File: config.mk
export PLATFORM = sky130hd
export DESIGN_NAME = struct_rr_merge
export DESIGN_NICKNAME = d
export VERILOG_FILES = /design/src/rtl/struct_rr_merge_pkg.sv /design/src/rtl/struct_rr_merge_rec_fifo.sv /design/src/rtl/struct_rr_merge.sv
export SDC_FILE = /design/constraint.sdc
export NUM_CORES = 1
export LEC_CHECK = 0
export BUFFER_PORTS_ARGS = -buffer_cell sky130_fd_sc_hd__clkbuf_2
export CORE_MARGIN = 5
export CORE_UTILIZATION = 55
export DETAILED_ROUTE_END_ITERATION = 6
export GPL_ROUTABILITY_DRIVEN = 0
export GPL_TIMING_DRIVEN = 0
export PLACE_DENSITY = 0.91
export RECOVER_POWER = 25
export SLEW_MARGIN = 20
export SYNTH_ARGS = -nofsm -noshare
export SYNTH_HDL_FRONTEND = slang
export SYNTH_SLANG_ARGS = --single-unit
File: constraint.sdc
create_clock -name clock -period 4.6 [get_ports clock]
set_input_delay 0.23 -clock clock [delete_from_list [all_inputs] [get_ports clock]]
set_output_delay 0.23 -clock clock [all_outputs]
set_load 0.01 [all_outputs]
File: src/rtl/struct_rr_merge_pkg.sv
// +--------------------------------------------------------------------------+
// | rr_merge_pkg : shared types and helpers for the struct_rr_merge block    |
// | Revision     : 1.0                                                       |
// +--------------------------------------------------------------------------+
`default_nettype none

package rr_merge_pkg;

  localparam int NUM   = 5;
  localparam int DSIZE = 10;
  localparam int OP_W  = 4;
  localparam int CH_W  = $clog2(NUM);

  typedef struct packed {
    logic [OP_W-1:0]  op;
    logic [DSIZE-1:0] data;
    logic [CH_W-1:0]  ch;
    logic             last;
  } rec_t;

  typedef enum logic {
    IDLE = 1'b0,
    LOCK = 1'b1
  } arb_st_t;

  // Cyclic successor; NUM need not be a power of two.
  function automatic int unsigned rr_next(input int unsigned cur, input int unsigned num);
    return (cur == num - 1) ? 0 : cur + 1;
  endfunction

endpackage

`default_nettype wire

File: src/rtl/struct_rr_merge_rec_fifo.sv
// +--------------------------------------------------------------------------+
// | rec_fifo : synchronous FIFO of packed records with count, full, empty    |
// | Revision : 1.0                                                           |
// +--------------------------------------------------------------------------+
`default_nettype none

module rec_fifo #(
  parameter int W     = 18,
  parameter int DEPTH = 4
) (
  input  logic                     clock,
  input  logic                     rst,
  input  logic                     push_i,
  input  logic [W-1:0]             din_i,
  input  logic                     pop_i,
  output logic [W-1:0]             dout_o,
  output logic [$clog2(DEPTH):0]   cnt_o,
  output logic                     full_o,
  output logic                     empty_o
);

  localparam int AW = $clog2(DEPTH);

  logic [W-1:0]  mem_q [DEPTH];
  logic [AW-1:0] wr_q;
  logic [AW-1:0] rd_q;
  logic [AW:0]   cnt_q;
  logic [AW:0]   cnt_d;
  logic          do_push;
  logic          do_pop;

  assign full_o  = (cnt_q == (AW+1)'(DEPTH));
  assign empty_o = (cnt_q == '0);
  assign do_push = push_i && !full_o;
  assign do_pop  = pop_i && !empty_o;
  assign cnt_o   = cnt_q;
  // Head reads as zero when empty so the output record is clean after reset.
  assign dout_o  = empty_o ? '0 : mem_q[rd_q];

  always_comb begin
    cnt_d = cnt_q;
    if (do_push && !do_pop) begin
      cnt_d = cnt_q + 1'b1;
    end else if (!do_push && do_pop) begin
      cnt_d = cnt_q - 1'b1;
    end
  end

  always_ff @(posedge clock) begin
    if (rst) begin
      wr_q  <= '0;
      rd_q  <= '0;
      cnt_q <= '0;
    end else begin
      if (do_push) begin
        mem_q[wr_q] <= din_i;
        wr_q        <= wr_q + 1'b1;
      end
      if (do_pop) begin
        rd_q <= rd_q + 1'b1;
      end
      cnt_q <= cnt_d;
    end
  end

endmodule

`default_nettype wire

File: src/rtl/struct_rr_merge.sv
// +--------------------------------------------------------------------------+
// | struct_rr_merge : N-to-1 round-robin record merger with optional packet  |
// |                   lock, feeding a registered output FIFO                 |
// | Revision        : 1.0                                                    |
// +--------------------------------------------------------------------------+
`default_nettype none

module struct_rr_merge #(
  parameter int NUM      = 5,
  parameter int DSIZE    = 10,
  parameter int OP_W     = 4,
  parameter int DEPTH    = 4,
  parameter int PKT_MODE = 0
) (
  input  logic                                 clock,
  input  logic                                 rst,
  input  logic [NUM-1:0]                       in_vld,
  output logic [NUM-1:0]                       in_rdy,
  input  logic [NUM*OP_W-1:0]                  in_op,
  input  logic [NUM*DSIZE-1:0]                 in_data,
  input  logic [NUM-1:0]                       in_last,
  output logic                                 out_vld,
  input  logic                                 out_rdy,
  output logic [OP_W+DSIZE+$clog2(NUM):0]      out_rec,
  output logic [$clog2(DEPTH):0]               fifo_cnt
);

  import rr_merge_pkg::*;

  localparam int CHW   = $clog2(NUM);
  localparam int REC_W = OP_W + DSIZE + CHW + 1;

  arb_st_t          state_q;
  logic [CHW-1:0]   rr_ptr_q;
  logic [CHW-1:0]   lock_ch_q;
  logic             grant_vld;
  logic [CHW-1:0]   grant_ch;
  logic             accept;
  logic             fifo_full;
  logic             fifo_empty;
  logic             rec_last;
  logic [REC_W-1:0] rec_in;

  always_comb begin
    int idx;
    idx       = 0;
    grant_vld = 1'b0;
    grant_ch  = '0;
    if (state_q == LOCK) begin
      grant_vld = in_vld[lock_ch_q];
      grant_ch  = lock_ch_q;
    end else begin
      for (int k = 0; k < NUM; k++) begin
        idx = int'(rr_ptr_q) + k;
        if (idx >= NUM) begin
          idx = idx - NUM;
        end
        if (!grant_vld && in_vld[idx]) begin
          grant_vld = 1'b1;
          grant_ch  = CHW'(idx);
        end
      end
    end
  end

  // Full blocks the push even when a pop coincides, keeping out_rdy off the in_rdy path.
  assign accept   = grant_vld && !fifo_full && !rst;
  assign rec_last = (PKT_MODE != 0) ? in_last[grant_ch] : 1'b1;
  assign rec_in   = {in_op[int'(grant_ch)*OP_W +: OP_W],
                     in_data[int'(grant_ch)*DSIZE +: DSIZE],
                     grant_ch, rec_last};

  always_comb begin
    in_rdy = '0;
    if (accept) begin
      in_rdy[grant_ch] = 1'b1;
    end
  end

  always_ff @(posedge clock) begin
    if (rst) begin
      state_q   <= IDLE;
      rr_ptr_q  <= '0;
      lock_ch_q <= '0;
    end else if (accept) begin
      if (state_q == IDLE) begin
        rr_ptr_q <= CHW'(rr_next(32'(grant_ch), NUM));
        if ((PKT_MODE != 0) && !in_last[grant_ch]) begin
          state_q   <= LOCK;
          lock_ch_q <= grant_ch;
        end
      end else if (in_last[lock_ch_q]) begin
        state_q  <= IDLE;
        rr_ptr_q <= CHW'(rr_next(32'(lock_ch_q), NUM));
      end
    end
  end

  rec_fifo #(
    .W     (REC_W),
    .DEPTH (DEPTH)
  ) u_fifo (
    .clock   (clock),
    .rst     (rst),
    .push_i  (accept),
    .din_i   (rec_in),
    .pop_i   (out_vld && out_rdy),
    .dout_o  (out_rec),
    .cnt_o   (fifo_cnt),
    .full_o  (fifo_full),
    .empty_o (fifo_empty)
  );

  assign out_vld = !fifo_empty;

endmodule

`default_nettype wire

* After elaboration in Yosys (flattened, before gate mapping) *
Memories as Yosys holds them, arrays and structs flattened. A register that Yosys moved wholly into a read port is not among the register bits.
Index checks and enable logic that the tools add are counted.

word-level totals
  input bits = 83
  output and inout bits = 27
  RAM bits = 68
  memories kept = 1
  register bits after elaboration = 11

memory list
  memory        words  bits a word  read ports  clocked after Yosys merged registers in  wr ports  line                            text
  u_fifo.mem_q  4      17           1           1                                        1         struct_rr_merge_rec_fifo.sv:24  logic [W-1:0] mem_q [DEPTH];

operators by class
  shifts and indexed selects = 2
  add/sub/neg operators = 14
  magnitude comparators = 12
  reduce and logical (&&, ||, !) cells = 24
  multiply operators = 1
  mux-type cells = 57
  eq/ne operators = 3

operator list
  kind                 count
  $mux 32              10
  $lt 32x5->1 const B  5
  $shiftx 50x8->10     1
  $mux 3               11
  $mux 1               26
  $shiftx 20x6->4      1
  $sub 4x3->5 const B  4
  $mux 18              1
  $ge 4x3->1 const B   4
  $bmux 1 s3           5
  $logic_and 1x1->1    12
  $logic_not 1->1      9
  $add 3x2->4 const B  2
  $add 3x1->3 const B  2
  $eq 3x3->1 const B   2
  $mul 3x3->6 const B  1
  $mux 5               1
  $add 2x1->2 const B  2
  $add 3x1->4 const B  1
  $add 3x3->4 const B  1
  $lt 3x4->1 const B   1
  $mux 2               2
  $sub 3x3->4 const B  1
  $demux 1 s3          1
  7 further kinds      7

* Depth between registers and ports, before layout *
  depth in word-level cells = 31
  mapped depth = 18
  depth with buffers taken out = 16

* Cells and area by module *
Synthesis repeated with hierarchy kept, for this count alone.

unflattened totals
  cell total of the unflattened synthesis = 488
  area, all modules = 5,565.3 µm²

by module, submodules not included
  module           area each (µm²)  cells an instance  sequential area each (µm²)  times used
  rec_fifo         3,309.4          164                2,342.2                     1
  struct_rr_merge  2,255.9          324                80.1                        1

* Worst setup path before layout *
No wires, ideal clock.

  kind = flip-flop to flip-flop
  start point = register rr_ptr_q[1]
  end point = register u_fifo.cnt_q[2], in the netlist u_fifo.cnt_o[2]
  library setup time = 71 ps
  arrival time = 4,158 ps
  stages on the path, launching flop included = 19
  path slack = 371 ps
  cells stage by stage = dfxtp_1 > buf_2 > inv_1 > ha_1 > inv_1 > ha_1 > a21o_1 > mux4_2 > a211oi_4 > a31oi_1 > and2_4 > a41oi_2 > clkbuf_1 > ha_1 > inv_1 > fa_1 > xor2_1 > or3_1 > a21oi_1

on the way
  cells in the longest elaborated chain, start to end = 30

ends and longest elaborated chain
  element                                               line                            text
  start, declared                                       struct_rr_merge.sv:34           logic [CHW-1:0] rr_ptr_q;
  start signal, assigned                                struct_rr_merge.sv:87           rr_ptr_q <= CHW'(rr_next(32'(grant_ch), NUM));
  start signal, assigned                                struct_rr_merge.sv:94           rr_ptr_q <= CHW'(rr_next(32'(lock_ch_q), NUM));
  branches (longest 22 deep; another with $sub 4x3->5)  n/a
  $mux 1 *                                              struct_rr_merge.sv:58           if (!grant_vld && in_vld[idx]) begin
  $mux 1 *                                              struct_rr_merge.sv:49           if (state_q == LOCK) begin
  $logic_and 1x1->1 * (2 in series)                     struct_rr_merge.sv:67           assign accept = grant_vld && !fifo_full && !rst;
  $logic_and 1x1->1 *                                   struct_rr_merge_rec_fifo.sv:34  assign do_push = push_i && !full_o;
  net u_fifo.do_push                                    struct_rr_merge_rec_fifo.sv:29  logic do_push;
  $logic_not 1->1                                       struct_rr_merge_rec_fifo.sv:44  end else if (!do_push && do_pop) begin
  $logic_and 1x1->1                                     struct_rr_merge_rec_fifo.sv:44
  $reduce_bool 2->1 (no source line)                    n/a
  end signal, assigned                                  struct_rr_merge_rec_fifo.sv:62  cnt_q <= cnt_d;
  end, declared                                         struct_rr_merge_rec_fifo.sv:27  logic [AW:0] cnt_q;

Mark *: on every way through the listed nets, which the timed path passes. The select of a mux whose other input is x is not followed.
A chain may end at the register's enable or synchronous reset.

* Worst setup path after layout *
Ends and elaborated chain as after synthesis.

==> run summary <==
status -> complete, no violations
max-cap check violation count -> 0
pin count of the biggest net entering global routing -> 18
Finished Cell Area -> 0.00649 mm2
Avg Inst Size Synth -> 11.2 um2
synthesized flop and latch total -> 81
Rows -> 36
DR iter-0 viols -> 585
part of the Yosys area used for sequential elements -> 42.2%
most area-hungry cell type in the Yosys netlist -> edfxtp_1
Post-Route Utilization -> 66.7%
syn nets -> 592
crit end category -> flop
Worst-Skew Late Latency -> 0.36 ns
Slew headroom -> 39.1%
Die Ht -> 110 um
cell area after synthesis -> 0.00546 mm2
Clock Sinks -> 81
final setup vio count -> 0
H-tree depth -> 3
Distinct cells, synth -> 78
Post-synth top flop -> edfxtp_1
Root Buffer -> clkbuf_8
GR Overflow Total -> 0
Place WS -> -0.468 ns
worst hold path class -> primary input to flop
DRC viols -> 0
Die W -> 110 um
Ports -> 110
Layout Nets -> 717
commonest non-fill, non-tap cells in the layout -> clkbuf_2 (90), edfxtp_1 (68), nand2_1 (53)
WHS -> 0.0842 ns
initial antenna violation count -> 0
layout cell share with drive strength beyond 1 -> 31.7%
post-synthesis compound-gate area fraction -> 16.9%
DR vias/cell -> 6.28
first-pass GRT wire length -> 23,200 um
largest cells by area after synthesis -> edfxtp_1 (37%), mux4_2 (7.4%), mux2i_1 (6.8%), dfxtp_1 (4.8%), ha_1 (4.4%)
antenna diode count -> 0
cells after synthesis -> 489
port bufs -> 104
WS Path Type -> flop to flop
TritonRoute pass-1 iters -> 7
largest family of logic cells by synthesized area -> compound AO/OA/AOI/OAI gates
CTS clk-pin slew, worst paths -> 0.09 ns
CTS Buf Count -> 9
Synth top area share -> 37.4%
die area -> 0.0120 mm2
worst-margin pin slew -> 0.913 ns
final worst path period need -> 4.52 ns
filler instances -> 716
fmax -> 221 MHz
async set or reset register ratio after synthesis -> 0%
Total Wirelength -> 15,400 um
Final Skew -> 0.0108 ns
Bufs on Longest Clock Path -> 2
Initial Util -> 56.1%
Setup crit start kind -> flop
most common cell after layout, fill and taps aside -> clkbuf_2
Hold Fails Final Rpt -> 0
vias in the first global route -> 4,570
crit path DAT -> 4.80 ns
RSZ-0062 raised after global routing -> true
detailed-route wire length per cell -> 20.4 um
post-placement cell area -> 0.00615 mm2
Synth Area in Simple Gates -> 14.3%
hold-fix buffers at CTS -> 0
Adder-Cell Fraction of Synth Area -> 4.72%
mux contribution to synthesized area -> 14.9%
all-layer global routing usage -> 25.2%
Post-synth EDFFs -> 68
required time worst endpoint -> 4.88 ns
fin crit share -> 98.3%
routed via count -> 4,723
Core Region -> 0.00973 mm2
CTS tree -> done
yosys warns -> 0
Final WS setup -> 0.0785 ns
xor/xnor share of the synthesized area -> 1.58%
dpl hpwl -> 11,300 um
Layout area overhead -> 18.9%
DRT antenna net count -> 0
Critical Path Fanout Max -> 10
max-slew violations -> 0
==> layout make-up <==
cell class | count | area (um2) | area share [%]
Timing Repair Buffer | 114 | 578 | 8.91
Sequential cell | 81 | 2310 | 35.5
Multi-Input combinational cell | 357 | 2920 | 45.0
Inverter | 16 | 66.3 | 1.02
Tap cell | 133 | 166 | 2.56
Buffer | 35 | 243 | 3.74
Clock inverter | 7 | 83.8 | 1.29
Clock buffer | 9 | 124 | 1.91
==> critical path, stage by stage (launching register included) <==
cell	delay, ns
dfxtp_2	0.39
buf_4	0.22
clkinvlp_4	0.17
ha_1	0.20
inv_1	0.06
ha_2	0.24
a21o_4	0.13
mux4_2	0.52
a211oi_4	0.27
a31oi_4	0.08
and2_4	0.22
a41oi_4	0.31
clkbuf_4	0.27
ha_1	0.21
inv_1	0.07
fa_1	0.39
xor2_1	0.19
or3_1	0.33
a21oi_1	0.17
==> final timing paths <==
kind / depth (start not counted) / end / startpoint / slack, ns
max reg2reg: 18 / u_fifo.cnt_o[2] / rr_ptr_q[1] / 0.08
min: 2 / state_q / rst / 0.08
max: 18 / u_fifo.cnt_o[2] / rr_ptr_q[1] / 0.08
min reg2reg: 2 / flop / u_fifo.rd_q[1] / 0.55
==> cells by family after synthesis <==
family | Yosys count
flops | 81
buf+inv | 51
xor+xnor | 9
mux | 58
fa+ha+maj | 20
compound gates | 120
simple gates | 150
==> cells in the mapped netlist, types with 3 or more instances <==
cell and instances:
edfxtp_1 68, nand2_1 53, a21oi_1 42, mux2i_1 37, and2_1 23, nor2_1 23
ha_1 19, mux4_2 18, buf_2 13, dfxtp_1 13, inv_1 13, clkbuf_1 12
o211ai_1 10, o211ai_2 9, o21ai_0 8, and3_1 6, nor3_1 6, a211oi_1 5
nand2b_1 5, nor2b_1 5, buf_6 4, o31ai_1 4, xnor2_1 4, xor2_1 4
a2111oi_0 3, a21o_1 3, buf_12 3, nand3_1 3, nand3b_1 3, nand4_1 3
or2_1 3, or3_1 3
==> routing by layer <==
metal	vias to the layer above	wire length, um	part of all wire [%]	track usage, %
met2	322	7760	51	42.5
met4	0	565	3.7	10.2
met3	56	1450	9.5	3.52
met1	2250	5580	36	32.9
li1	2095	-	-	-
met5	-	0	0	0
==> state kept, by name, indices dropped and copies added, names as in the netlist, named ones only <==
| name | count |
|---|---|
| u_fifo.cnt_o | 3 |
| u_fifo.mem_q | 68 |
| u_fifo.wr_q | 2 |
| u_fifo.rd_q | 2 |
| state_q | 1 |
| rr_ptr_q | 3 |
==> per-stage QoR <==
stage	instances	TNS [ns]
2_1_floorplan	489	0
3_3_place_gp	726	-0.881
3_5_place_dp	726	-10.88
4_1_cts	747	0
5_1_grt	752	-0.120
6_report	752	0
==> timing repair <==
action,in CTS,in global routing
setup buffers,5,5
cloned,0,0
endpoints found under the setup margin,74,17
pin swaps,3,2
gates resized for setup,6,15
Power is left out: the tool's default activity adds up to more than one toggle a clock period on the data nets, which glitch-free logic cannot reach.
